`config.mk`:
```
export PLATFORM = sky130hd
export DESIGN_NAME = nn_req_scheduler_flat
export DESIGN_NICKNAME = d
export VERILOG_FILES = /design/src/rtl/nn_req_scheduler_if.sv /design/src/rtl/nn_req_scheduler.sv /design/src/flat_wrapper.sv
export SDC_FILE = /design/constraint.sdc
export NUM_CORES = 1
export LEC_CHECK = 0
export CORE_MARGIN = 5
export CORE_UTILIZATION = 61
export CTS_CLUSTER_DIAMETER = 100
export CTS_CLUSTER_SIZE = 10
export DETAILED_ROUTE_END_ITERATION = 10
export DONT_BUFFER_PORTS = 1
export PLACE_DENSITY = 0.89
export SETUP_SLACK_MARGIN = 0.2
export SKIP_LAST_GASP = 1
export SLEW_MARGIN = 25
export SYNTH_ARGS = -nofsm -noshare
export SYNTH_HDL_FRONTEND = slang
export SYNTH_SLANG_ARGS = --single-unit
```
`constraint.sdc`:
```
create_clock -name clk -period 2.25 [get_ports clk]
set_input_delay 0.675 -clock clk [delete_from_list [all_inputs] [get_ports clk]]
set_output_delay 0.675 -clock clk [all_outputs]
set_load 0.1 [all_outputs]
```
`src/rtl/nn_req_scheduler_if.sv`:
```
// nn_req_scheduler_if: request, response and NN-side signals of the scheduler.
// Rev 1.0
`default_nettype none

interface nn_req_scheduler_if #(
  parameter int IN_W  = 9,
  parameter int OUT_W = 17
);
  logic                  req0_valid;
  logic                  req0_ready;
  logic [4*IN_W-1:0]     req0_x;
  logic                  req1_valid;
  logic                  req1_ready;
  logic [4*IN_W-1:0]     req1_x;
  logic [IN_W-1:0]       nn_x0;
  logic [IN_W-1:0]       nn_x1;
  logic [IN_W-1:0]       nn_x2;
  logic [IN_W-1:0]       nn_x3;
  logic [OUT_W-1:0]      nn_y0;
  logic [OUT_W-1:0]      nn_y1;
  logic                  rsp_valid;
  logic                  rsp_ready;
  logic                  rsp_id;
  logic [OUT_W-1:0]      rsp_y0;
  logic [OUT_W-1:0]      rsp_y1;

  modport slave (
    input  req0_valid, req0_x, req1_valid, req1_x, nn_y0, nn_y1, rsp_ready,
    output req0_ready, req1_ready, nn_x0, nn_x1, nn_x2, nn_x3,
           rsp_valid, rsp_id, rsp_y0, rsp_y1
  );

  modport master (
    output req0_valid, req0_x, req1_valid, req1_x, nn_y0, nn_y1, rsp_ready,
    input  req0_ready, req1_ready, nn_x0, nn_x1, nn_x2, nn_x3,
           rsp_valid, rsp_id, rsp_y0, rsp_y1
  );
endinterface

`default_nettype wire

```
`src/rtl/nn_req_scheduler.sv`:
```
// nn_req_scheduler: round-robin sequencer sharing one NN between two requesters.
// Rev 1.0
`default_nettype none

module nn_req_scheduler #(
  parameter int IN_W    = 9,
  parameter int OUT_W   = 17,
  parameter int LATENCY = 24,
  parameter int CNT_W   = 16
) (
  input  logic                 clk,
  input  logic                 rst_n,
  nn_req_scheduler_if.slave    bus,
  output logic                 o_busy,
  output logic [CNT_W-1:0]     o_done_count
);

  localparam logic [7:0] C_LAST = 8'(LATENCY - 1);

  typedef enum logic [1:0] {
    S_IDLE = 2'd0,
    S_RUN  = 2'd1,
    S_RESP = 2'd2
  } state_t;

  state_t             r_state;
  state_t             w_state_nxt;
  logic               r_last_grant;
  logic [7:0]         r_cnt;
  logic [IN_W-1:0]    r_nn_x0, r_nn_x1, r_nn_x2, r_nn_x3;
  logic [OUT_W-1:0]   r_rsp_y0, r_rsp_y1;
  logic               r_rsp_id;
  logic               r_rsp_valid;
  logic [CNT_W-1:0]   r_done_count;

  logic               w_grant_v;
  logic               w_grant;
  logic               w_accept;
  logic               w_capture;
  logic               w_rsp_fire;
  logic [4*IN_W-1:0]  w_sel_x;

  // Contention goes to whoever was not served last.
  always_comb begin
    w_grant_v = bus.req0_valid | bus.req1_valid;
    if (bus.req0_valid && bus.req1_valid) begin
      w_grant = ~r_last_grant;
    end else begin
      w_grant = bus.req1_valid;
    end
    w_sel_x = w_grant ? bus.req1_x : bus.req0_x;
  end

  always_ff @(posedge clk or negedge rst_n) begin
    if (!rst_n) begin
      r_state <= S_IDLE;
    end else begin
      r_state <= w_state_nxt;
    end
  end

  always_comb begin
    w_state_nxt    = r_state;
    bus.req0_ready = 1'b0;
    bus.req1_ready = 1'b0;
    w_accept       = 1'b0;
    w_capture      = 1'b0;
    w_rsp_fire     = 1'b0;
    case (r_state)
      S_IDLE: begin
        if (w_grant_v) begin
          bus.req0_ready = ~w_grant;
          bus.req1_ready = w_grant;
          w_accept       = 1'b1;
          w_state_nxt    = S_RUN;
        end
      end
      S_RUN: begin
        if (r_cnt == C_LAST) begin
          w_capture   = 1'b1;
          w_state_nxt = S_RESP;
        end
      end
      S_RESP: begin
        if (r_rsp_valid && bus.rsp_ready) begin
          w_rsp_fire  = 1'b1;
          w_state_nxt = S_IDLE;
        end
      end
      default: w_state_nxt = S_IDLE;
    endcase
  end

  always_ff @(posedge clk or negedge rst_n) begin
    if (!rst_n) begin
      r_last_grant <= 1'b1;
      r_cnt        <= '0;
      r_nn_x0      <= '0;
      r_nn_x1      <= '0;
      r_nn_x2      <= '0;
      r_nn_x3      <= '0;
      r_rsp_y0     <= '0;
      r_rsp_y1     <= '0;
      r_rsp_id     <= 1'b0;
      r_rsp_valid  <= 1'b0;
      r_done_count <= '0;
    end else begin
      if (w_accept) begin
        r_nn_x0      <= w_sel_x[0*IN_W +: IN_W];
        r_nn_x1      <= w_sel_x[1*IN_W +: IN_W];
        r_nn_x2      <= w_sel_x[2*IN_W +: IN_W];
        r_nn_x3      <= w_sel_x[3*IN_W +: IN_W];
        r_rsp_id     <= w_grant;
        r_last_grant <= w_grant;
        r_cnt        <= '0;
      end else if (r_state == S_RUN) begin
        r_cnt <= r_cnt + 8'd1;
      end
      if (w_capture) begin
        r_rsp_y0    <= bus.nn_y0;
        r_rsp_y1    <= bus.nn_y1;
        r_rsp_valid <= 1'b1;
      end
      if (w_rsp_fire) begin
        r_rsp_valid  <= 1'b0;
        r_done_count <= r_done_count + 1'b1;
      end
    end
  end

  assign bus.nn_x0     = r_nn_x0;
  assign bus.nn_x1     = r_nn_x1;
  assign bus.nn_x2     = r_nn_x2;
  assign bus.nn_x3     = r_nn_x3;
  assign bus.rsp_valid = r_rsp_valid;
  assign bus.rsp_id    = r_rsp_id;
  assign bus.rsp_y0    = r_rsp_y0;
  assign bus.rsp_y1    = r_rsp_y1;
  assign o_busy        = (r_state != S_IDLE);
  assign o_done_count  = r_done_count;

endmodule

`default_nettype wire

```
`src/flat_wrapper.sv`:
```
// flat-port wrapper written by rule: the top's interface ports become plain ports
module nn_req_scheduler_flat 
#(
  parameter int IN_W    = 9,
  parameter int OUT_W   = 17,
  parameter int LATENCY = 24,
  parameter int CNT_W   = 16
)
  (clk, rst_n, o_busy, o_done_count, bus_req0_valid, bus_req0_x, bus_req1_valid, bus_req1_x, bus_nn_y0, bus_nn_y1, bus_rsp_ready, bus_req0_ready, bus_req1_ready, bus_nn_x0, bus_nn_x1, bus_nn_x2, bus_nn_x3, bus_rsp_valid, bus_rsp_id, bus_rsp_y0, bus_rsp_y1);
  nn_req_scheduler_if #(.IN_W(IN_W), .OUT_W(OUT_W)) bus_i ();
  input  logic clk;
  input  logic rst_n;
  output logic o_busy;
  output logic [CNT_W-1:0] o_done_count;
  input wire logic [$bits(bus_i.req0_valid)-1:0] bus_req0_valid;
  input wire logic [$bits(bus_i.req0_x)-1:0] bus_req0_x;
  input wire logic [$bits(bus_i.req1_valid)-1:0] bus_req1_valid;
  input wire logic [$bits(bus_i.req1_x)-1:0] bus_req1_x;
  input wire logic [$bits(bus_i.nn_y0)-1:0] bus_nn_y0;
  input wire logic [$bits(bus_i.nn_y1)-1:0] bus_nn_y1;
  input wire logic [$bits(bus_i.rsp_ready)-1:0] bus_rsp_ready;
  output wire logic [$bits(bus_i.req0_ready)-1:0] bus_req0_ready;
  output wire logic [$bits(bus_i.req1_ready)-1:0] bus_req1_ready;
  output wire logic [$bits(bus_i.nn_x0)-1:0] bus_nn_x0;
  output wire logic [$bits(bus_i.nn_x1)-1:0] bus_nn_x1;
  output wire logic [$bits(bus_i.nn_x2)-1:0] bus_nn_x2;
  output wire logic [$bits(bus_i.nn_x3)-1:0] bus_nn_x3;
  output wire logic [$bits(bus_i.rsp_valid)-1:0] bus_rsp_valid;
  output wire logic [$bits(bus_i.rsp_id)-1:0] bus_rsp_id;
  output wire logic [$bits(bus_i.rsp_y0)-1:0] bus_rsp_y0;
  output wire logic [$bits(bus_i.rsp_y1)-1:0] bus_rsp_y1;
  assign bus_i.req0_valid = bus_req0_valid;
  assign bus_i.req0_x = bus_req0_x;
  assign bus_i.req1_valid = bus_req1_valid;
  assign bus_i.req1_x = bus_req1_x;
  assign bus_i.nn_y0 = bus_nn_y0;
  assign bus_i.nn_y1 = bus_nn_y1;
  assign bus_i.rsp_ready = bus_rsp_ready;
  assign bus_req0_ready = bus_i.req0_ready;
  assign bus_req1_ready = bus_i.req1_ready;
  assign bus_nn_x0 = bus_i.nn_x0;
  assign bus_nn_x1 = bus_i.nn_x1;
  assign bus_nn_x2 = bus_i.nn_x2;
  assign bus_nn_x3 = bus_i.nn_x3;
  assign bus_rsp_valid = bus_i.rsp_valid;
  assign bus_rsp_id = bus_i.rsp_id;
  assign bus_rsp_y0 = bus_i.rsp_y0;
  assign bus_rsp_y1 = bus_i.rsp_y1;
  nn_req_scheduler #(.IN_W(IN_W), .OUT_W(OUT_W), .LATENCY(LATENCY), .CNT_W(CNT_W)) u_core (.clk(clk), .rst_n(rst_n), .bus(bus_i), .o_busy(o_busy), .o_done_count(o_done_count));
endmodule
```
==> insert_results.sql, run 1 <==
INSERT INTO impl_metrics (metric_group, metric, value, unit) VALUES
('status', 'run_status', 'finished with violations', ''),
('status', 'failed_checks', 'negative hold slack', ''),
('final_layout', 'num_antenna_cells', '0', ''),
('final_layout', 'finish.net_count', '498', ''),
('route', 'drt_pass1_iterations', '4', ''),
('power_and_ir_drop', 'leakagePower', '0.00250', 'µW'),
('final_layout', 'finalInstanceArea', '0.00487', 'mm²'),
('global_routing', 'grt_start_max_net_pins', '100', ''),
('floorplan', 'pin_count', '202', ''),
('global_routing', 'via_count_of_the_first_global_routing_pass', '2969', ''),
('sta', 'final_count_of_pins_violating_max_slew', '0', ''),
('yosys', 'synth_compound_gate_area_share', '8.64', '%'),
('sta', 'finalCritPeriodShare', '93.4', '%'),
('yosys', 'yosys_warning_count', '0', ''),
('cts', 'ctsLongestPathBuffers', '2', ''),
('final_layout', 'multi_input_area', '0.00166', 'mm²'),
('worst_setup_path', 'critPathBufInv', '2', ''),
('route', 'drt_first_iter_violations', '134', ''),
('sta', 'slew_headroom', '37.9', '%'),
('yosys', 'netlist_instances', '342', ''),
('worst_setup_path', 'critPathSlowestCell', 'sky130_fd_sc_hd__dfrtp_2', ''),
('cts', 'clock-root-buffer', 'sky130_fd_sc_hd__clkbuf_8', ''),
('worst_setup_path', 'cp_slowest_stage_delay', '0.43', 'ns'),
('yosys', 'synth.yosys.seq_area_share', '58.2', '%'),
('global_routing', 'grt_first_pass_wirelength', '14.7', 'mm'),
('yosys', 'yosys.area_share.xor_xnor', '3.29', '%'),
('global_routing', 'grt_antenna_before_repair', '0', ''),
('yosys', 'syn_area', '0.00426', 'mm²'),
('placement', 'place.gp.congestion', '0.767', ''),
('route', 'drt-vias-per-instance', '5.84', ''),
('sta', 'timing.final.setup_violations', '0', ''),
('floorplan', 'core.rowCount', '30', ''),
('final_layout', 'flow.area_growth_from_synthesis', '14.5', '%'),
('worst_setup_path', 'critical_path.most_common_cell', 'sky130_fd_sc_hd__nor2_4', ''),
('sta', 'min_hold_slack', '-0.00102', 'ns'),
('route', 'routed_wirelength', '9.25', 'mm'),
('yosys', 'synth-simple-area-share', '12.1', '%'),
('sta', 'maxClockFrequency', '476', 'MHz'),
('placement', 'io_buffers', '0', ''),
('yosys', 'ys_top_cells_by_count', 'sky130_fd_sc_hd__dfrtp_1, sky130_fd_sc_hd__nand2_1, sky130_fd_sc_hd__mux2_2', ''),
('cts', 'htreeDepth', '3', ''),
('floorplan', 'die_area', '0.00875', 'mm²'),
('cts', 'cts.sink_count', '99', ''),
('cts', 'cts_tree', 'yes', ''),
('final_layout', 'drive_gt1_share', '29.0', '%'),
('yosys', 'synth_top_family_by_area', 'multiplexers', ''),
('power_and_ir_drop', 'power_density', '612', 'mW/mm²'),
('yosys', 'leading_cell_type_by_number_of_instances_after_synthesis', 'sky130_fd_sc_hd__dfrtp_1', ''),
('worst_setup_path', 'setup.worst_path.class', 'reg2out', ''),
('yosys', 'synth.net_count', '455', ''),
('yosys', 'synth.area.top_cells', 'sky130_fd_sc_hd__dfrtp_1, sky130_fd_sc_hd__mux2_2, sky130_fd_sc_hd__mux2i_1, sky130_fd_sc_hd__a221o_1, sky130_fd_sc_hd__nand2_1', ''),
('worst_setup_path', 'crit_path_end_kind', 'primary output', ''),
('floorplan', 'die_y', '93.5', 'µm'),
('hold_path', 'min_path_type', 'in2async', ''),
('floorplan', 'floorplan.initialDensity', '62.7', '%'),
('sta', 'finalHoldViolCount', '2', ''),
('yosys', 'async_flop_share', '100', '%'),
('worst_setup_path', 'crit_path_cell_trace', 'nor2_4 -> buf_6 -> o21ai_4 -> nor2_4 -> buf_12', ''),
('cts', 'worst_setup_hold_path_clk_slew', '0.10', 'ns'),
('worst_setup_path', 'cpLargestDelayFamily', 'flip-flops', ''),
('worst_setup_path', 'required', '1.57', 'ns'),
('floorplan', 'die-width', '93.5', 'µm'),
('sta', 'grt_setup_unrepaired', 'true', ''),
('job', 'drv.max_cap_violation_count', '0', ''),
('sta', 'minimum_clock_period_after_layout', '2.10', 'ns'),
('yosys', 'syn_avg_cell_area', '12.4', 'µm²'),
('yosys', 'yosys-mux-area-fraction', '13.7', '%'),
('yosys', 'synth_edf_count', '0', ''),
('final_layout', 'filler_cell_count', '443', ''),
('route', 'routed-via-count', '2837', ''),
('route', 'drc', '0', '');
==> what timing repair did <==
action	CTS	global route
buffers inserted	2	1
setup endpoints to repair	3	2
gates resized for setup	4	0
pin swaps	1	0
endpoints found under the hold margin	90	90
==> through the flow <==
step	hold WS [ns]	utilization [%]	total power, µW	setup slack, ns	cells
2_1_floorplan	0.379	-	1850	0.0958	342
3_3_place_gp	0.382	68.3	1850	0.310	467
3_5_place_dp	0.382	68.3	1850	0.300	467
4_1_cts	-0.0167	71.6	3000	0.129	485
5_1_grt	-0.0338	71.7	3080	0.0842	486
6_report	-0.00102	71.7	2980	0.149	486
==> final timing paths <==
kind | startpoint | to | slack (ns) | depth (start not counted)
max reg2reg | u_core.r_cnt[0] | u_core.bus.rsp_y1[2] | 0.30 | 6
max in group asynchronous | rst_n | u_core.r_last_grant | 2.03 | 0
min reg2reg | u_core.o_done_count[15] | u_core.o_done_count[15] | 0.49 | 1
min | rst_n | u_core.o_done_count[11] | -0.001 | 0
min in group clk | bus_nn_y1[12] | u_core.bus.rsp_y1[12] | 0.45 | 1
max | u_core.r_state[1] | bus_req0_ready | 0.15 | 5
==> routing by layer <==
metal / GRT usage, % / wire [µm] / vias up / share of wire [%]
li1: - / - / 1306 / -
met2: 34.7 / 4710 / 157 / 51
met3: 7.56 / 996 / 15 / 11
met1: 26.2 / 3420 / 1359 / 37
met5: 0 / 0 / - / 0
met4: 7.22 / 129 / 0 / 1.4
==> flip-flops by register name, indices dropped and copies added, names as in the netlist <==
signal                flops
u_core.bus.nn_x0          9
u_core.bus.nn_x1          9
u_core.bus.nn_x2          9
u_core.bus.nn_x3          9
u_core.bus.rsp_id         1
u_core.bus.rsp_valid      1
u_core.bus.rsp_y0        17
u_core.bus.rsp_y1        17
u_core.o_done_count      16
u_core.r_cnt              8
u_core.r_last_grant       1
u_core.r_state            2
==> report_power, final <==
part           switching [µW]  total [µW]  internal, µW  leakage [µW]
registers                   0        1780          1780       0.00136
clock network             634        1170           531     0.0000954
logic                    18.1        37.9          19.9       0.00105
total                     652        2980          2330       0.00250
==> worst reg2reg max path, stage by stage, from the launching register on <==
cell	delay, ns
sky130_fd_sc_hd__dfrtp_1	0.41
sky130_fd_sc_hd__ha_1	0.22
sky130_fd_sc_hd__nand4b_1	0.11
sky130_fd_sc_hd__nor4_1	0.21
sky130_fd_sc_hd__and2_1	0.19
sky130_fd_sc_hd__buf_4	0.31
sky130_fd_sc_hd__mux2_2	0.39
==> cells by family (layout without fill, tap and decap cells) <==
family          Yosys count  after routing
compound gates           51             51
xor+xnor                 16             16
fa+ha+maj                 2              2
buf+inv                  21             69
flops                    99             99
mux                      54             54
simple gates             99             99
==> final cells by class <==
type	count	share of cell area, %
clock buffers	10	2.62
clock inverters	6	1.51
inverters	2	0.154
multi-input cells	222	34.0
flip-flops and latches	99	51.1
well taps	96	2.46
repair buffers	51	8.19
==> cell usage in the layout, fill, tap and decap left out, drive strengths merged <==
master,synthesis,final
a221o,18,18
nor3,4,4
nand2b,1,1
nand4,4,4
or2,1,1
o21ai,27,27
nand2,39,39
and4,2,2
clkinvlp,0,2
o31ai,1,1
mux2,34,34
nor2b,1,1
o21bai,1,1
xor2,7,7
a21boi,1,1
dfrtp,98,98
inv,2,5
mux2i,20,20
a21o,2,2
and3,21,21
ha,2,2
xnor2,9,9
clkbuf,10,10
nand4b,2,2
bufinv,0,1
dfstp,1,1
nand3,10,10
nor4,2,2
o21a,1,1
and2,2,2
nor2,10,10
buf,9,51
(Power assumes the default switching activity.)
==> run 2, diff against run 1 <==
- GPL_TIMING_DRIVEN: unset -> 0
- TNS_END_PERCENT: unset -> 5
==> run 2 against run 1 <==
The run now ends clean. Design area shrank 2.5%. Die area did not move. Non-clock buffer count is 23 lower. First-iteration DRC count is 50% lower. Cell count shrank 4.5%. Clock-buffer cell count stayed put. Global-route usage rose by 1.3 points. Sequential share of layout area rose by 1.5 points. Clock skew is 0.0018 ns lower. Clock power down 4%. Critical endpoint is now o_busy. Highest routed layer unchanged.
==> insert_results.sql, run 2 (same netlist as run 1, synthesis figures left out) <==
INSERT INTO impl_metrics (metric_group, metric, value, unit) VALUES
('status', 'run_status', 'finished, final reports clean', ''),
('cts', 'worst_setup_hold_path_clk_slew', '0.09', 'ns'),
('worst_setup_path', 'setup.worst_path.class', 'reg2out', ''),
('placement', 'dp_slack', '-0.178', 'ns'),
('worst_setup_path', 'timing.reg2reg.worst_path_depth', '4', ''),
('power_and_ir_drop', 'power_density', '619', 'mW/mm²'),
('final_layout', 'sequential_cell_area', '0.00250', 'mm²'),
('final_layout', 'drive_gt1_share', '23.4', '%'),
('route', 'routed-via-count', '2829', ''),
('worst_setup_path', 'crit_path_cell_trace', 'nor2_4 -> clkbuf_8 -> clkinvlp_4', ''),
('floorplan', 'die_area', '0.00875', 'mm²'),
('global_routing', 'via_count_of_the_first_global_routing_pass', '3100', ''),
('route', 'wl_per_cell', '21.0', 'µm'),
('placement', 'detailed_place_hpwl', '7.12', 'mm'),
('sta', 'minimum_clock_period_after_layout', '2.16', 'ns'),
('global_routing', 'globalRouteOverflowTotal', '0', ''),
('cts', 'cts.sink_count', '99', ''),
('sta', 'final.setup.worst_slack', '0.0909', 'ns'),
('final_layout', 'finish.net_count', '475', ''),
('hold_path', 'min_path_type', 'in2async', ''),
('cts', 'cts_tree', 'yes', ''),
('global_routing', 'global_route.usage.total', '22.5', '%'),
('route', 'drt_first_iter_violations', '67', ''),
('sta', 'final_count_of_pins_violating_max_slew', '0', ''),
('sta', 'maxClockFrequency', '463', 'MHz'),
('placement', 'place.gp.congestion', '0.893', ''),
('power_and_ir_drop', 'leakagePower', '0.00235', 'µW'),
('sta', 'timing_worst_slew_pin_value', '1.02', 'ns'),
('worst_setup_path', 'critPathLaunchType', 'register', ''),
('route', 'drt-vias-per-instance', '6.10', ''),
('global_routing', 'grt_first_pass_wirelength', '15.5', 'mm'),
('floorplan', 'core.rowCount', '30', ''),
('sta', 'timing.final.setup_violations', '0', ''),
('sta', 'finalCritPeriodShare', '96.0', '%'),
('floorplan', 'die_y', '93.5', 'µm'),
('route', 'drt_pass1_iterations', '4', ''),
('route', 'final_antenna_net_count', '0', ''),
('worst_setup_path', 'rr_startpoint', 'u_core.o_done_count[3]', ''),
('worst_setup_path', 'critPathArrivalTime', '1.48', 'ns'),
('cts', 'ctsLongestPathBuffers', '2', ''),
('floorplan', 'die-width', '93.5', 'µm'),
('floorplan', 'core', '0.00679', 'mm²'),
('cts', 'clock-root-buffer', 'sky130_fd_sc_hd__clkbuf_8', ''),
('worst_setup_path', 'cp_slowest_stage_delay', '0.44', 'ns'),
('sta', 'finalHoldViolCount', '0', ''),
('final_layout', 'layout.core_utilization', '69.9', '%'),
('job', 'drv.max_cap_violation_count', '0', ''),
('final_layout', 'multi_input_area', '0.00165', 'mm²'),
('final_layout', 'mostFrequentLayoutCell', 'sky130_fd_sc_hd__dfrtp_1', ''),
('worst_setup_path', 'required', '1.57', 'ns'),
('worst_setup_path', 'critPathBufInv', '2', ''),
('worst_setup_path', 'crit_fanout', '3', ''),
('floorplan', 'pin_count', '202', ''),
('cts', 'htreeDepth', '3', ''),
('final_layout', 'most-common-layout-cells', 'sky130_fd_sc_hd__dfrtp_1, sky130_fd_sc_hd__nand2_1, sky130_fd_sc_hd__mux2_2', ''),
('worst_setup_path', 'timing.critical_path.depth', '3', ''),
('worst_setup_path', 'cpLargestDelayFamily', 'buffers and inverters', ''),
('route', 'drc', '0', ''),
('worst_setup_path', 'critPathSlowestCell', 'sky130_fd_sc_hd__dfrtp_2', ''),
('final_layout', 'filler_cell_count', '482', ''),
('final_layout', 'flow.area_growth_from_synthesis', '11.6', '%'),
('global_routing', 'grt_antenna_before_repair', '1', ''),
('worst_setup_path', 'crit_path_end_kind', 'primary output', ''),
('cts', 'tritoncts.num_buffers', '9', ''),
('sta', 'grt_setup_unrepaired', 'true', ''),
('worst_setup_path', 'critical_path_destination', 'o_busy', ''),
('sta', 'finClkSkew', '0.0119', 'ns'),
('worst_setup_path', 'regToRegSetupSlack', '0.21', 'ns'),
('cts', 'worstSkewPairLatency', '0.35', 'ns'),
('worst_setup_path', 'r2r_end', 'u_core.o_done_count[12]', ''),
('route', 'routed_wirelength', '9.73', 'mm'),
('placement', 'io_buffers', '0', ''),
('global_routing', 'grt_start_max_net_pins', '100', ''),
('floorplan', 'floorplan.initialDensity', '62.7', '%'),
('sta', 'slew_headroom', '32.2', '%'),
('worst_setup_path', 'startpoint', 'u_core.r_state[0]', ''),
('power_and_ir_drop', 'power.ir.vdd_worst', '0.334', 'mV');
run 2: worst min path at each step:
stage	from	end	slack, ns
final	rst_n	u_core.o_done_count[3]	0.01
after global routing	rst_n	u_core.o_done_count[11]	-0.02
after CTS	rst_n	u_core.bus.nn_x1[5]	-0.008
after detailed placement	rst_n	u_core.o_done_count[11]	0.38
after global placement	rst_n	u_core.o_done_count[12]	0.38
after floorplan	rst_n	u_core.bus.nn_x0[0]	0.38
run 2: per-stage QoR:
step | instance area, µm² | total power, µW | cells | TNS, ns | hold WS [ns]
finish | 4750 | 2940 | 464 | 0 | 0.0143
global placement | 4410 | 1850 | 438 | -0.200 | 0.382
global route | 4750 | 3050 | 464 | 0 | -0.0194
CTS | 4740 | 2950 | 463 | 0 | -0.00753
floorplan | 4290 | 1850 | 342 | 0 | 0.379
detailed placement | 4410 | 1860 | 438 | -0.356 | 0.382
run 2: area by class of cell:
class                           count  share of cell area (%)
Clock inverter                      6                    1.40
Inverter                            2                   0.237
Antenna cell                        1                  0.0527
Clock buffer                       10                    2.69
Timing Repair Buffer                9                    1.95
Sequential cell                    99                    52.6
Buffer                             19                    3.84
Tap cell                           96                    2.53
Multi-Input combinational cell    222                    34.7
run 2: what timing repair did:
item / 4_1_cts / 5_1_grt
gates cloned: 1 / 0
gates resized for setup: 19 / 3
pin swaps: 3 / 0
endpoints found under the hold margin: 67 / 88
setup endpoints to repair: 17 / 40
buffers inserted: 8 / 0
run 2: report_power, final:
group | total, µW | internal, µW | switching, µW | leakage (µW)
Sequential | 1780 | 1780 | 0 | 0.00135
Combinational | 48.6 | 27.4 | 21.3 | 0.000907
Clock | 1120 | 515 | 602 | 0.0000885
Total | 2940 | 2320 | 624 | 0.00235
run 2: layer usage:
metal / part of all wire, % / wire, µm / GRT usage [%]
met5: 0 / 0 / 0
met4: 1.1 / 110 / 8.78
met3: 11 / 1030 / 7.80
met2: 52 / 5070 / 38.5
met1: 36 / 3520 / 25.7
